**src/rtl/lc3b_types.sv**
```systemverilog
// Shared LC-3b memory-hierarchy types: word, cache line, and the L2 arbiter's
// state and selection encodings.
package lc3b_types;

   typedef logic [15:0]  lc3b_word;
   typedef logic [127:0] lc3b_cache_line;

   typedef enum logic [1:0] {
      IDLE   = 2'd0,
      BUSY_I = 2'd1,
      BUSY_D = 2'd2,
      DONE   = 2'd3
   } lc3b_arb_state;

   typedef enum logic {
      ARB_I = 1'b0,
      ARB_D = 1'b1
   } lc3b_arb_sel;

   function automatic lc3b_arb_sel other_side(input lc3b_arb_sel s);
      if (s == ARB_I) begin
         return ARB_D;
      end else begin
         return ARB_I;
      end
   endfunction

endpackage

```
**src/rtl/l2_arbiter_checker.sv**
```systemverilog
// Simulation-only protocol checks on the L1 request inputs of the L2 arbiter.
module l2_arbiter_checker (
   input logic clk,
   input logic rst_n,
   input logic d_mem_read_i,
   input logic d_mem_write_i
);

   // The D-cache must never request a read and a writeback at once.
   a_d_rw_exclusive: assert property (@(posedge clk) disable iff (!rst_n)
      !(d_mem_read_i && d_mem_write_i));

endmodule

```
**src/rtl/l2_arbiter_grant.sv**
```systemverilog
// Winner selection between I and D requests, with the last-grant and
// starvation-count history that the selection depends on.
module l2_arbiter_grant
   import lc3b_types::*;
#(
   parameter bit          D_PRIORITY = 1'b0,
   parameter int unsigned STARVE_MAX = 4
) (
   input  logic        clk,
   input  logic        rst_n,
   input  logic        i_req_i,
   input  logic        d_req_i,
   input  logic        grant_i,
   output lc3b_arb_sel win_o
);

   localparam logic [3:0] STARVE_LIM = 4'(STARVE_MAX);

   lc3b_arb_sel last_q, last_d;
   logic [3:0]  starve_q, starve_d;
   lc3b_arb_sel win_s;

   // Pick the winner from the live requests and the arbitration history.
   always_comb begin
      win_s = ARB_I;
      if (i_req_i && d_req_i) begin
         if (D_PRIORITY != 1'b0) begin
            if (starve_q == STARVE_LIM) begin
               win_s = ARB_I;
            end else begin
               win_s = ARB_D;
            end
         end else begin
            win_s = other_side(last_q);
         end
      end else if (d_req_i) begin
         win_s = ARB_D;
      end else begin
         win_s = ARB_I;
      end
   end

   // History only moves on an actual grant; starvation counts I losses.
   always_comb begin
      last_d   = last_q;
      starve_d = starve_q;
      if (grant_i) begin
         last_d = win_s;
         if (win_s == ARB_I) begin
            starve_d = 4'd0;
         end else if (i_req_i && (starve_q != STARVE_LIM)) begin
            starve_d = starve_q + 4'd1;
         end else begin
            starve_d = starve_q;
         end
      end else begin
         last_d   = last_q;
         starve_d = starve_q;
      end
   end

   // History registers; last grant resets to I so D wins the first tie.
   always_ff @(posedge clk or negedge rst_n) begin
      if (!rst_n) begin
         last_q   <= ARB_I;
         starve_q <= 4'd0;
      end else begin
         last_q   <= last_d;
         starve_q <= starve_d;
      end
   end

   assign win_o = win_s;

endmodule

```
**src/rtl/l2_arbiter.sv**
```systemverilog
// Shares the single L2 port between the I-cache (read-only) and the D-cache
// (read/write); one transaction at a time, request latched for its duration.
module l2_arbiter
   import lc3b_types::*;
#(
   parameter bit          D_PRIORITY = 1'b0,
   parameter int unsigned STARVE_MAX = 4
) (
   input  logic           clk,
   input  logic           rst_n,
   input  lc3b_word       i_mem_address,
   input  logic           i_mem_read,
   output lc3b_cache_line i_mem_rdata,
   output logic           i_mem_resp,
   input  lc3b_word       d_mem_address,
   input  logic           d_mem_read,
   input  logic           d_mem_write,
   input  lc3b_cache_line d_mem_wdata,
   output lc3b_cache_line d_mem_rdata,
   output logic           d_mem_resp,
   output lc3b_word       l2arb_mem_address,
   output logic           l2arb_mem_read,
   output logic           l2arb_mem_write,
   output lc3b_cache_line l2arb_mem_wdata,
   input  lc3b_cache_line l2arb_mem_rdata,
   input  logic           l2arb_mem_resp
);

   lc3b_arb_state  state_q;
   lc3b_word       addr_q;
   lc3b_cache_line wdata_q;
   logic           rd_q, wr_q;

   logic        i_req_s, d_req_s, grant_s;
   lc3b_arb_sel win_s;

   assign i_req_s = i_mem_read;
   assign d_req_s = d_mem_read | d_mem_write;
   assign grant_s = (state_q == IDLE) && (i_req_s || d_req_s);

   l2_arbiter_grant #(
      .D_PRIORITY (D_PRIORITY),
      .STARVE_MAX (STARVE_MAX)
   ) u_grant (
      .clk     (clk),
      .rst_n   (rst_n),
      .i_req_i (i_req_s),
      .d_req_i (d_req_s),
      .grant_i (grant_s),
      .win_o   (win_s)
   );

   l2_arbiter_checker u_chk (
      .clk           (clk),
      .rst_n         (rst_n),
      .d_mem_read_i  (d_mem_read),
      .d_mem_write_i (d_mem_write)
   );

   // Transaction FSM; L2 request lines come only from these registers.
   always_ff @(posedge clk or negedge rst_n) begin
      if (!rst_n) begin
         state_q <= IDLE;
         addr_q  <= 16'h0000;
         wdata_q <= 128'd0;
         rd_q    <= 1'b0;
         wr_q    <= 1'b0;
      end else begin
         case (state_q)
            IDLE: begin
               if (grant_s) begin
                  if (win_s == ARB_D) begin
                     state_q <= BUSY_D;
                     addr_q  <= d_mem_address;
                     wdata_q <= d_mem_wdata;
                     wr_q    <= d_mem_write;
                     rd_q    <= ~d_mem_write;
                  end else begin
                     state_q <= BUSY_I;
                     addr_q  <= i_mem_address;
                     wdata_q <= 128'd0;
                     rd_q    <= 1'b1;
                     wr_q    <= 1'b0;
                  end
               end
            end
            BUSY_I, BUSY_D: begin
               if (l2arb_mem_resp) begin
                  rd_q    <= 1'b0;
                  wr_q    <= 1'b0;
                  state_q <= DONE;
               end
            end
            DONE: begin
               state_q <= IDLE;
            end
            default: begin
               state_q <= IDLE;
            end
         endcase
      end
   end

   assign l2arb_mem_address = addr_q;
   assign l2arb_mem_read    = rd_q;
   assign l2arb_mem_write   = wr_q;
   assign l2arb_mem_wdata   = wdata_q;

   // Completion reaches only the owner, in the same cycle L2 signals it.
   assign i_mem_resp  = (state_q == BUSY_I) && l2arb_mem_resp;
   assign d_mem_resp  = (state_q == BUSY_D) && l2arb_mem_resp;
   assign i_mem_rdata = l2arb_mem_rdata;
   assign d_mem_rdata = l2arb_mem_rdata;

endmodule

```
**config.mk**
```make
export PLATFORM = sky130hd
export DESIGN_NAME = l2_arbiter
export DESIGN_NICKNAME = d
export VERILOG_FILES = /design/src/rtl/lc3b_types.sv /design/src/rtl/l2_arbiter_checker.sv /design/src/rtl/l2_arbiter_grant.sv /design/src/rtl/l2_arbiter.sv
export SDC_FILE = /design/constraint.sdc
export NUM_CORES = 1
export LEC_CHECK = 0
export CORE_AREA = 2 2 273 275
export CTS_CLUSTER_SIZE = 40
export DETAILED_ROUTE_END_ITERATION = 8
export DIE_AREA = 0 0 275 277
export PLACE_DENSITY_LB_ADDON = 0.12
export SLEW_MARGIN = 20
export SYNTH_ARGS = -nofsm -noshare
export SYNTH_HDL_FRONTEND = slang
export SYNTH_HIERARCHICAL = 1
export SYNTH_SLANG_ARGS = --single-unit
```
**constraint.sdc**
```tcl
create_clock -name clk -period 2.5 [get_ports clk]
set_clock_uncertainty 0.1 [all_clocks]
set_input_delay 0.5 -clock clk [delete_from_list [all_inputs] [get_ports clk]]
set_output_delay 0.5 -clock clk [all_outputs]
set_load 0.01 [all_outputs]
```
==> results by group <==
Run status
  – Outcome: finished, final reports clean

Logic synthesis
  – Syn nets: ~1,200
  – Syn avg cell area: 8.74 µm²
  – Area of the mapped netlist: 8010 µm²
  – Top-count cell post-synth: nand2_1
  – Main synth FF type: dfrtp_1
  – Post-synthesis cell count: 916
  – YS warnings: 6
  – Sequential area share after synthesis: ~47%
  – Yosys cell types: 25
  – Most frequent cells after synthesis: nand2_1, buf_4, dfrtp_1
  – FFs w/ async S/R, synth: 100%
  – Synth area leaders: dfrtp_1, buf_4, nand2_1
  – Synth top area share: 46.6%
  – Post-synth top area cell: dfrtp_1
  – Post-synthesis register bit count: 149
  – EDFF count, synth: 0

Setup path
  – Crit path cell chain: inv_1, ha_2, and2_1, dlygate4sd2_1
  – Setup crit end kind: output pin
  – Crit-path slowest cell: dfrtp_1
  – Family with the most delay on the worst path: flip-flops
  – Flop-to-flop setup slack: 0.52 ns
  – Startpoint types: flop
  – CP Buf/Inv Count: 2
  – Slowest stage delay, CP: 0.40 ns
  – Worst R2R End: l2arb_mem_wdata[61]$_DFFE_PN0P_
  – Worst r2r src: state_q[0]$_DFFE_PN0P_
  – Crit path DAT: 1.57 ns
  – Crit-path max FO: 3
  – Critical path type: reg -> out
  – Worst EP required: between 1.5 and 2 ns
  – FF-to-FF path depth: 9

Finish
  – Reg area: 3730 µm²
  – ANT cells: 0
  – Synth-to-Final Area Change: 40.4%
  – Final instance area: 11,200 µm²
  – Share of cells above drive strength 1: 7.38%
  – Filler Cell Count: roughly 8,300
  – Area of the multi-input gates: around 2100 µm²
  – Fin nets: 1,274

Placement
  – # port buffers: 313
  – Post-placement cell area: 10,700 µm²
  – GPL Wtd Cong: 0.660
  – DP Wirelength: 22,200 µm

Drt
  – ANT nets after route: 0
  – DR vias/cell: a little over 3
  – Wire per inst: 15.7 µm
  – Remaining DRCs: 0
  – TritonRoute pass-1 iters: 4
  – Met2 wire len: 14,300 µm
  – DR top layer: met5
  – Routed WL: ~30,000 µm
  – WL met1: about 12,000 µm
  – Via count: 5,981
  – Detailed Route Iter0 Violations: 241
  – Met3 wire length: 3050 µm

Power
  – Pwr Density: 1080 nW/µm²
  – Pleak: about 5.0 nW
  – Power Total: 12.1 mW
  – VDD IR max: 0.369 mV

Clock network
  – Cts bufs inserted: 17
  – Post CTS Setup Buffer Count: 0
  – Skew-Pair Late Insertion Delay: 0.47 ns
  – TritonCTS clock tree: built
  – H-tree levels: 4
  – Clock transition at path regs: about 0.070 ns
  – CTS sink count: 149
  – Clock Path Buffers: 2
  – CTS root buffer: clkbuf_16

Timing
  – Setup TNS: 0 ns
  – Fmax: ~460 MHz
  – Final setup vio count: 0
  – Final Slew Violations: 0
  – Slew margin rel.: 61.3%
  – Unrepaired setup endpoints after global routing: no
  – Final hold violation count: 0
  – Minimum clock period: between 2 and 2.5 ns
  – Worst slew pin tran: just under 0.6 ns
  – Crit share post-route: 86.7%

Hold path
  – Hold EP: l2arb_mem_wdata[87]$_DFFE_PN0P_
  – Hold Startpoint: l2arb_mem_wdata[87]$_DFFE_PN0P_
  – Hold depth: 2
  – Hold Crit Class: reg -> reg

Floorplanning
  – Starting Density: 10.9%
  – Die width: 275 µm
  – CORE AREA: 73,600 µm²
  – Die H: 277 µm
  – Die area: 76,200 µm²
  – I/O pins: 698
  – Placement Rows: 100

Global route
  – Gr usage total: approximately 8.2%
  – Vias in the first global route: 6,460
  – Largest net degree at the start of global routing: 59
  – Global-route wire length before repair: 45,000 µm
  – Initial antenna violation count: 0
  – Total grt overflow: 0

Flow run
  – Max-Cap Viols: 0
==> worst min-delay path: cells and delay by family, from the launching register on <==
kind	cells	cell delay, ns
AND/OR/NAND/NOR	2	0.10
flip-flops	1	0.34
==> worst max path at each step <==
stage / startpoint / cells after the start / endpoint / slack (ns)
3_5_place_dp: d_mem_read / 8 / l2arb_mem_wdata[60]$_DFFE_PN0P_ / 0.1
2_1_floorplan: d_mem_read / 7 / state_q[1]$_DFFE_PN0P_ / 0.72
4_1_cts: state_q[0]$_DFFE_PN0P_ / 4 / d_mem_resp / 0.22
6_report: state_q[0]$_DFFE_PN0P_ / 4 / d_mem_resp / 0.33
5_1_grt: state_q[0]$_DFFE_PN0P_ / 4 / d_mem_resp / 0.16
3_3_place_gp: d_mem_read / 8 / l2arb_mem_wdata[54]$_DFFE_PN0P_ / 0.10
==> sequential cells by signal (all words and copies together) (netlist names) <==
signal             count
l2arb_mem_wdata      128
l2arb_mem_address     16
state_q                2
l2arb_mem_read         1
l2arb_mem_write        1
u_grant/last_q         1
==> cell usage in the layout, fill, tap and decap left out, types with 2 or more instances in the layout <==
cell               n
a21oi_1            2
and2_1             2
buf_12            17
buf_4             14
clkbuf_16         17
clkdlybuf4s50_1  310
clkinv_2           3
clkinvlp_4         2
dfrtp_1          149
dlygate4sd2_1      2
ha_1               2
ha_2               2
inv_1              3
inv_6              7
inv_8              2
mux2_2             2
mux2i_1           16
nand2_1          275
nand3_1          128
nor2b_1            3
o21ai_0           17
o2bb2ai_1          2
==> per-stage QoR <==
stage	std cells	util, %	hold WS [ns]	setup slack (ns)
6_report	1958	15.3	0.366	0.333
5_1_grt	1958	15.3	0.391	0.162
4_1_cts	1958	15.3	0.371	0.223
3_5_place_dp	1925	14.5	0.354	0.0998
3_3_place_gp	1925	14.5	0.351	0.102
2_1_floorplan	916	-	0.104	0.717
==> layout make-up <==
class	instances	area share (%)
flip-flops and latches	149	33.2
repair buffers	345	31.9
multi-input cells	459	19.0
well taps	969	10.8
clock buffers	18	3.91
clock inverters	14	1.01
inverters	4	0.156
==> kinds of logic (layout without fill, tap and decap cells) <==
group           Yosys count  in the layout  share of synthesized area, %
compound gates           25             25                          1.99
flops                   149            149                          46.6
fa+ha+maj                 4              4                         0.625
simple gates            411            411                          21.5
mux                      19             19                          2.47
buf+inv                 308            381                          26.8
==> per-layer routing <==
layer | up-vias | global-route usage [%]
met4 | 2 | 4.30
met3 | 100 | 4.21
met5 | - | 0.449
met2 | 344 | 12.7
li1 | 2773 | -
met1 | 2762 | 9.06
==> power breakdown <==
group	internal, mW	leakage (nW)	switching (mW)
combinational	2.78	2.78	2.93
clock	1.32	0.273	1.28
sequential	3.35	1.92	0.485
==> timing repair <==
action	CTS	global route
gates resized for setup	4	0
endpoints found under the hold margin	36	0
setup endpoints to repair	2	0
hold buffers	1	0
Power figures use the tool's default switching activity.
